`src/rtl/bcd_fadd_1digit_pkg.sv`:
```
// Shared constants and types for single- and multi-digit BCD adders.
package bcd_fadd_1digit_pkg;
  localparam int          BCD_W    = 4;
  localparam logic [3:0]  BCD_MAX  = 4'd9;
  localparam logic [3:0]  BCD_CORR = 4'd6;

  // Registered result of one digit slice
  typedef struct packed {
    logic             cout;
    logic [BCD_W-1:0] sum;
    logic             err;
  } bcd_res_t;

  // Binary sum (0..31) exceeds the largest decimal digit
  function automatic logic bcd_gt9(input logic [BCD_W:0] s);
    return s[4] | (s[3] & (s[2] | s[1]));
  endfunction
endpackage

```
`src/rtl/bcd_fadd_1digit_fadd.sv`:
```
// 1-bit binary full adder; the ripple cell of the digit adder.
module fadd (
  input  logic a,
  input  logic b,
  input  logic ci,
  output logic s,
  output logic co
);
  assign s  = a ^ b ^ ci;
  assign co = (a & b) | (ci & (a ^ b));
endmodule

```
`src/rtl/bcd_fadd_1digit.sv`:
```
// Single-digit BCD full adder: binary ripple add, decimal correction,
// operand range flag, one register stage.
module bcd_fadd_1digit
  import bcd_fadd_1digit_pkg::*;
(
  input  logic             clk,
  input  logic             rst_n,
  input  logic [BCD_W-1:0] a,
  input  logic [BCD_W-1:0] b,
  input  logic             cin,
  output logic [BCD_W-1:0] sum,
  output logic             cout,
  output logic             err
);
  logic [BCD_W:0]   c;
  logic [BCD_W-1:0] s_lo;
  logic [BCD_W:0]   s;
  logic             corr;
  bcd_res_t         res_n, res_q;

  assign c[0] = cin;

  // Binary ripple a + b + cin; final carry becomes s[4]
  for (genvar i = 0; i < BCD_W; i++) begin : g_rip
    fadd u_fa (
      .a  (a[i]),
      .b  (b[i]),
      .ci (c[i]),
      .s  (s_lo[i]),
      .co (c[i+1])
    );
  end

  assign s    = {c[BCD_W], s_lo};
  assign corr = bcd_gt9(s);

  // Decimal correction: +6 wraps the low nibble past 9; carry is the compare result
  always_comb begin
    res_n.cout = corr;
    res_n.sum  = corr ? (s_lo + BCD_CORR) : s_lo;
    res_n.err  = (a > BCD_MAX) | (b > BCD_MAX);
  end

  // Output register with async clear
  always_ff @(posedge clk or negedge rst_n) begin
    if (!rst_n) res_q <= '0;
    else        res_q <= res_n;
  end

  assign sum  = res_q.sum;
  assign cout = res_q.cout;
  assign err  = res_q.err;
endmodule

```
`config.mk`:
```
export PLATFORM = sky130hd
export DESIGN_NAME = bcd_fadd_1digit
export DESIGN_NICKNAME = d
export VERILOG_FILES = /design/src/rtl/bcd_fadd_1digit_pkg.sv /design/src/rtl/bcd_fadd_1digit_fadd.sv /design/src/rtl/bcd_fadd_1digit.sv
export SDC_FILE = /design/constraint.sdc
export NUM_CORES = 1
export LEC_CHECK = 0
export ABC_AREA = 1
export BUFFER_PORTS_ARGS = -buffer_cell sky130_fd_sc_hd__buf_2
export CORE_AREA = 5 5 42 44
export CTS_BUF_LIST = sky130_fd_sc_hd__clkbuf_16
export CTS_CLUSTER_DIAMETER = 120
export DETAILED_ROUTE_END_ITERATION = 16
export DIE_AREA = 0 0 47 49
export PLACE_DENSITY = 0.63
export SETUP_SLACK_MARGIN = 0.4
export SLEW_MARGIN = 20
export SYNTH_ARGS = -nofsm -noshare
export SYNTH_HDL_FRONTEND = slang
export SYNTH_SLANG_ARGS = --single-unit
```
`constraint.sdc`:
```
create_clock -name clk -period 0.8 [get_ports clk]
set_input_delay 0.24 -clock clk [delete_from_list [all_inputs] [get_ports clk]]
set_output_delay 0.24 -clock clk [all_outputs]
set_load 0.02 [all_outputs]
```
==> results of run 1 <==
==> per-layer routing <==
| metal | vias up | share of wire [%] | track usage [%] |
|---|---|---|---|
| met2 | 17 | 51 | 13.12 |
| met4 | 0 | 8.0 | 13.82 |
| met1 | 154 | 32 | 8.315 |
| met5 | - | 0 | 0 |
| li1 | 169 | - | - |
| met3 | 4 | 8.7 | 1.476 |
==> layout make-up <==
cell class | count | share of cell area (%)
inverters | 10 | 5.051
flip-flops and latches | 6 | 20.20
clock buffers | 3 | 10.10
repair buffers | 24 | 31.99
well taps | 16 | 2.694
multi-input cells | 23 | 29.97
==> kinds of logic after synthesis <==
| family | after synthesis | share of synthesized area [%] |
|---|---|---|
| AND/OR/NAND/NOR | 14 | 15.88 |
| buffers and inverters | 10 | 10.13 |
| adder cells (fa/ha/maj) | 6 | 28.38 |
| flip-flops | 6 | 40.54 |
| AO/OA/AOI/OAI | 3 | 5.068 |
==> registers in the layout, summed over array words and instances (netlist names) <==
signal,flops
sum,4
cout,1
err,1
==> report_power, final <==
group          internal, mW  switching [mW]
logic                 0.349           0.317
clock network         0.640           0.154
registers             0.377          0.0294
total                  1.37           0.501
==> worst max-delay path by stage <==
stage,end,slack [ns],cells past startpoint
after global placement,sum[2],-1.42,9
after floorplan,sum[2],-1.24,9
after CTS,sum[2],-1.16,10
after global routing,sum[2],-1.24,10
after detailed placement,sum[2],-1.45,9
final,sum[2],-1.17,10
==> stage by stage <==
stage / worst slack [ns] / cell area, um^2 / util, % / power, mW / instances
after global routing: -1.244 / 743.2 / 53.04 / 1.968 / 82
after floorplan: -1.237 / 387.9 / - / 0.7016 / 39
after CTS: -1.159 / 709.4 / 50.63 / 1.857 / 81
after global placement: -1.422 / 540.5 / 38.57 / 0.8708 / 78
final: -1.173 / 743.2 / 53.04 / 1.866 / 82
after detailed placement: -1.454 / 540.5 / 38.57 / 0.8843 / 78
==> synthesized netlist by cell type, drive strengths merged <==
cell type,count,area share [%]
nand2,11,11
fa,4,22
inv,10,10
ha,2,6.8
nand3b,1,2.0
o21ai,3,5.1
dfrtp,6,41
nand3,2,2.7
==> what timing repair did <==
action	4_1_cts	5_1_grt
endpoints found under the setup margin	12	12
buffers inserted	0	1
endpoints found under the hold margin	6	6
pin swaps	11	12
gates resized for setup	23	5
==> results.md, run 1 <==
- The run finished, with violations left.
- The checks that failed: hold timing, setup timing.
- The library cells used most frequently in the layout, excluding fill and tap cells, are 16 x buf_6, 10 x nand2_1, 8 x inv_1.
- The share of layout cells above drive strength 1 is between 50% and 60%.
- In the synthesized netlist, the number of instances is 39.
- For this run the aggregate overflow at the end of global routing stands at 0.
- The worst hold margin is -0.1725 ns.
- Sequential cells were found to cover between 40% and 50% of the synthesized design area.
- The worst-case clock buffer depth is 2.
- The gate family responsible for the most delay along the worst path is adder cells.
- Along the worst path, the maximum fanout reaches 3.
- The area growth from synthesis to layout is 100.7%.
- By instance count, the cell type seen most on the critical path is fa_2.
- TritonCTS built the clock tree.
- The global-route usage over all layers is under 10%.
- The clock root buffer is clkbuf_16.
- The max-slew violation total from the final report is 0.
- The via count of the first global-routing pass is about 350.
- The total power density per cell area is 2511 mW/mm^2.
- The worst relative slew slack is about nine tenths.
- The number of violations of the max-capacitance limit is 0.
- Counting every sink on the clock net gives 6.
- The repair_antennas step left the layout with diodes totalling 0.
- The worst path uses 246.6% of the clock period.
- Traced cell by cell, the critical path runs through buf_6 -> fa_2 -> fa_2 -> inv_2 -> fa_2 -> fa_2 -> inv_2 -> nand2_2 -> nand3b_1 -> nand2_1.
- Among all stages on the critical path, the largest delay is contributed by fa_2.
- The die area is 0.002303 mm^2.
- After the first detailed-routing iteration, the DRC count stood at 0.
- The setup TNS is -5.564 ns.
- Summed over all cells, the static leakage comes to 0.3766 nW.
- Setup repair after global routing could not meet its margin everywhere.
- The start point of the critical path is a[0].
- The commonest non-fill, non-tap cell in the layout is buf_6.
- Dividing the detail-routed via count by the number of cells gives ~4.2.
- The nature of the critical path startpoint is a primary input.
- The total of warnings raised by yosys is 0.
- Synthesis instantiated 10 different standard cells from the library.
- Counting I/O delays and the setup requirement, the final critical path takes 1.973 ns.
- The synthesized area is around 370 um^2.
- For this run, design rule violations remaining after detail routing come to 0.
- The die span in y is 49 um.
- The width of the die is 47 um.
- For this configuration, the core starts out at a cell density of around a quarter.
- Routability-driven placement finished with a final weighted congestion of 0.7046.
- Wires add up to about 820 um.
- The critical path data arrival time is between 2 and 2.5 ns.
- The sum of net half-perimeters after detailed placement is between 600 and 700 um.
- The count of standard-cell rows is 14.
- The achievable clock frequency is between 0.5 and 0.6 GHz.
- The multi-input logic area is around 220 um^2.
- The net count of the finished layout is 85.
- The number of buffer and inverter instances along the worst setup path is 3.
- The worst min-delay path category is in -> async.
- The worst voltage drop across the vdd grid is between 0.0008 and 0.0009 V.
- The core region is approximately 0.0014 mm^2.
- After synthesis, the mean cell area works out to between 9 and 10 um^2.
- The final setup violation count is 10.
- The number of inserted filler cells in the final layout is ~140.
- In this run the count of I/O pins placed on the die edge is 17.
- The largest net degree at the start of global routing is 7.
- The remaining antenna violation count after routing is 0.
- The critical path is of the in -> reg type.
- In this run, CTS created clock tree buffers numbering 3.
- Dividing the detail-routed wire length by the instance count gives approximately 9.9 um.
- In this run the number of H-tree levels came out at 1.
- In this run, synthesis produced a sequential element count of 6.
- The initial antenna violation count came to 0.
- Across the whole layout, storage elements account for between 150 and 200 um^2.
- For this run, the detailed router's first-pass iteration total came to 1.
- The required time of the critical path is around 0.91 ns.
- After layout, the worst setup slack is -1.173 ns.
- The worst setup path is captured at a flop.
- The net count after synthesis is 56.
- The number of hold violations in the final report is 6.
- The global-route wire length before repair is between 1000 and 1500 um.
- The largest stage delay on the critical path is around 0.48 ns.
- For the pin with the worst max-slew slack, the measured transition is between 0.15 and 0.2 ns.
- Clock-pin slew was measured on the worst setup and hold paths at ~0.030 ns.
- The via total after detailed routing is between 300 and 400.
- The quantity of I/O buffers inserted on ports is 16.
Note: power is estimated with default switching activity, not from simulation.
==> inputs of run 2 (changes only) <==
Settings changed: ABC_AREA 1 to 0, PLACE_DENSITY 0.63 to 0.6.
==> run 2 against run 1 <==
Compared with the run above: the flow still finishes with violations (hold timing, setup timing); critical endpoint unchanged; routed wire length down 2.7%; first-iteration DRC count grew 1; global-route usage decreased by 0.69 points; clock power increased by 0.5%; area after synthesis down 9.1%; synthesized cell count down 31%.
==> results.md, run 2 <==
- The run finished, with violations left.
- The checks that failed: hold timing, setup timing.
- The net count of the finished layout is 75 (-12%).
- The total core area came to 0.001401 mm^2 (unchanged).
- The share of layout cells above drive strength 1 is 69.64% (+12 points).
- The total grt overflow was 0 (unchanged).
- The number of buffers created by CTS came to 3 (unchanged).
- The final worst slack is -1.230 ns (-0.05669 ns).
- The number of DRC markers in iteration 0 was 1 (+1).
- The net count after synthesis is 44 (-21%).
- The power share of the sequential group is 22.6% (+0.8 points).
- The achievable clock frequency came to 0.4927 GHz (-2.8%).
- The width of the die is 47 um (unchanged).
- The instance area at placement is 516.7 um^2 (-4.4%).
- The max-slew violation total from the final report is 0 (unchanged).
- The synthesized area is 336.6 um^2 (-9.1%).
- The clock period minus worst slack came to 2.030 ns (+0.05669 ns).
- The setup TNS is -5.678 ns (-0.1148 ns).
- Setup repair after global routing could not meet its margin everywhere.
- The top cell types in the final layout, fill and taps aside, are 9 x buf_2, 9 x buf_4, 8 x buf_6.
- The count of standard-cell rows was 14 (unchanged).
- The total power after layout is 1.853 mW (-0.68%).
- The global-route wire length before repair is 1359 um (-0.51%).
- The final setup violation count is 10 (unchanged).
- The fraction of the yosys area taken by sequential cells is 44.61% (+4.1 points).
- The die span in y is 49 um (unchanged).
- The remaining antenna violation count after routing was 0 (unchanged).
- The internal power is 1.371 mW (+0.38%).
- The boundary pin count came to 17 (unchanged).
- The total wire length came to 793 um (-2.7%).
- The worst setup path is launched from a primary input.
- The via total after detailed routing came to 298 (-13%).
- The worst slack after detailed placement was -1.553 ns (-0.09909 ns).
- Sorting the synthesized cells by how often they occur yields 6 x dfrtp_1, 6 x inv_1, 4 x fa_1, 2 x ha_1, 2 x o21ai_0.
- The number of synthesized flops with an enable pin is 0 (unchanged).
- The unique cell type count in the Yosys netlist is 12 (+2).
- The share of flip-flops with an asynchronous set or reset is 100.0% (unchanged).
- The slew at the pin closest to its max-slew limit is 0.1907 ns (+0.02832 ns).
- The average cell area after synthesis is 12.47 um^2 (+31%).
- The final critical-path share of the clock period is 253.7% (+7.1 points).
- The CTS tree is done.
- The area of all placed cells without fillers is 679.4 um^2 (-8.6%).
- The portion of total power attributed to combinational logic is 34.4% (-1.3 points).
- The effective utilization at floorplan is 24.02% (-2.4 points).
- The diode insertion count for antenna repair was 0 (unchanged).
- The number of inserted filler cells in the final layout is 133 (-2.9%).
- The final routed wire length divided by cell count is 11.01 um (+11%).
- The via count of the first global-routing pass is 349 (+1.2%).
- The number of clock sinks seen by CTS is 6 (unchanged).
- The number of detailed-routing iterations run before antenna repair is 3 (+2).
- The critical path class is in -> reg.
- The total power density per cell area is 2728 mW/mm^2 (+8.6%).
- The total number of H-tree levels came to 1 (unchanged).
- The largest net degree at the start of global routing is 7 (unchanged).
- The portion of synthesized cell area occupied by the leading cell type is 44.61% (+4.1 points).
- The worst voltage drop across the vdd grid was 0.0006557 V (-25%).
- The quantity of I/O buffers inserted on ports is 16 (unchanged).
- Ranked by total cell area, the synthesized netlist is headed by dfrtp_1 45%, fa_1 24%, ha_1 7.4%.
- The number of synthesized register bits came to 6 (unchanged).
- The worst-case clock buffer depth is 2 (unchanged).
- The number of flip-flops in the largest register is 4 (unchanged).
- The most critical setup path has its startpoint at a[0].
- The power dissipated by switching net loads came to 0.4827 mW (-3.6%).
- The worst hold margin is -0.1674 ns (+0.005081 ns).
- The number of instances in the synthesized netlist was 27 (-31%).
- The global-route usage over all layers came to 8.458% (-0.69 points).
- The number of violations of the max-capacitance limit is 0 (unchanged).
- The root buffer cell chosen for the clock tree is clkbuf_16.
- The total of warnings raised by yosys is 0 (unchanged).
- The required time of the critical path is 0.94 ns (+0.03 ns).
- From synthesis to final layout, the design area changed by 101.9%.
- The worst setup path is captured at a flop.
- The worst relative slew slack came to 87.25% (-1.9 points).
- The clock network fraction of total power was 43.0% (+0.4 points).
- The die area is 0.002303 mm^2 (unchanged).
- The largest area contributor in the netlist is dfrtp_1.
- The vias per cell is 4.139 (-1.3%).
- The dominant register cell in the synthesized netlist is dfrtp_1.
- The maximum fanout along the worst path is 3 (unchanged).
- The critical path data arrival time is 2.17 ns (+0.08 ns).
- The number of hold violations in the final report is 6 (unchanged).
- The critical path ends at sum[2].
- The net switching share of the total power came to 26.05% (-0.78 points).
- The initial antenna violation count is 0 (unchanged).
- The leakage power is 0.3362 nW (-11%).
- The final weighted congestion in routability-driven placement was 0.6503 (-7.7%).
- The clock transition at the registers of the reported paths is 0.03 ns (about the same).
- The number of DRC violations after detailed routing is 0 (unchanged).
- The worst hold path belongs to the class in -> async.
==> run 2: changes by cell type after synthesis <==
cell and change:
nand2_1 -10, inv_1 -3, nand3_1 -2, a21oi_1 +1, inv_2 -1, mux2i_1 +1
nand2b_1 +1, nand3b_1 -1, o22ai_1 +1, xnor2_1 +1
==> run 2: how the worst min path moves through the flow <==
stage / start / end / depth (start not counted)
floorplan: rst_n / cout / 0
global placement: rst_n / err / 1
detailed placement: rst_n / sum[1] / 1
CTS: rst_n / cout / 1
global route: rst_n / cout / 1
finish: rst_n / cout / 1
==> run 2: layout make-up <==
class	count	area, um^2	area share (%)
Clock buffer	3	75.07	11.05
Multi-Input combinational cell	15	209.0	30.75
Tap cell	16	20.02	2.947
Sequential cell	6	150.1	22.10
Timing Repair Buffer	26	202.7	29.83
Inverter	6	22.52	3.315
==> run 2: logic make-up (layout without fill, tap and decap cells) <==
kind of cell / after synthesis / in the layout / synth area share (%)
buf+inv: 6 / 35 / 6.691
xor+xnor: 1 / 1 / 2.603
simple gates: 2 / 2 / 2.974
compound gates: 5 / 5 / 8.922
fa+ha+maj: 6 / 6 / 31.23
mux: 1 / 1 / 2.974
flops: 6 / 6 / 44.61
==> run 2: timing repair <==
| action | in CTS | in global routing |
|---|---|---|
| endpoints found under the hold margin | 6 | 6 |
| setup buffers | 2 | 0 |
| pin swaps | 4 | 1 |
| gates resized for setup | 17 | 0 |
| setup endpoints to repair | 12 | 12 |
==> run 2: worst max-delay path: stages <==
cell	delay [ns]
buf_6	0.09
fa_2	0.37
fa_2	0.34
inv_2	0.06
fa_2	0.47
ha_4	0.19
o21ai_4	0.17
mux2i_1	0.22
==> run 2: power by group through the flow <==
stage	Combinational, mW	Sequential, mW	Clock, mW
after floorplan	0.170	0.500	0
after global placement	0.461	0.395	0
after detailed placement	0.473	0.400	0
after CTS	0.644	0.423	0.809
after global routing	0.695	0.423	0.834
final	0.637	0.419	0.798
==> run 2: per-stage QoR <==
step                instances  utilization [%]
finish                     72            48.48
global route               72            48.48
CTS                        72            48.48
detailed placement         67            36.88
global placement           67            36.88
floorplan                  27                -
==> run 2: metal layers <==
layer	share of wire [%]	routed length, um	track usage (%)	vias to the layer above
li1	-	-	-	143
met1	40	317	8.371	132
met2	48	378	13.57	19
met3	9.6	76	2.583	4
met4	2.6	21	6.912	0
met5	0	0	0	-
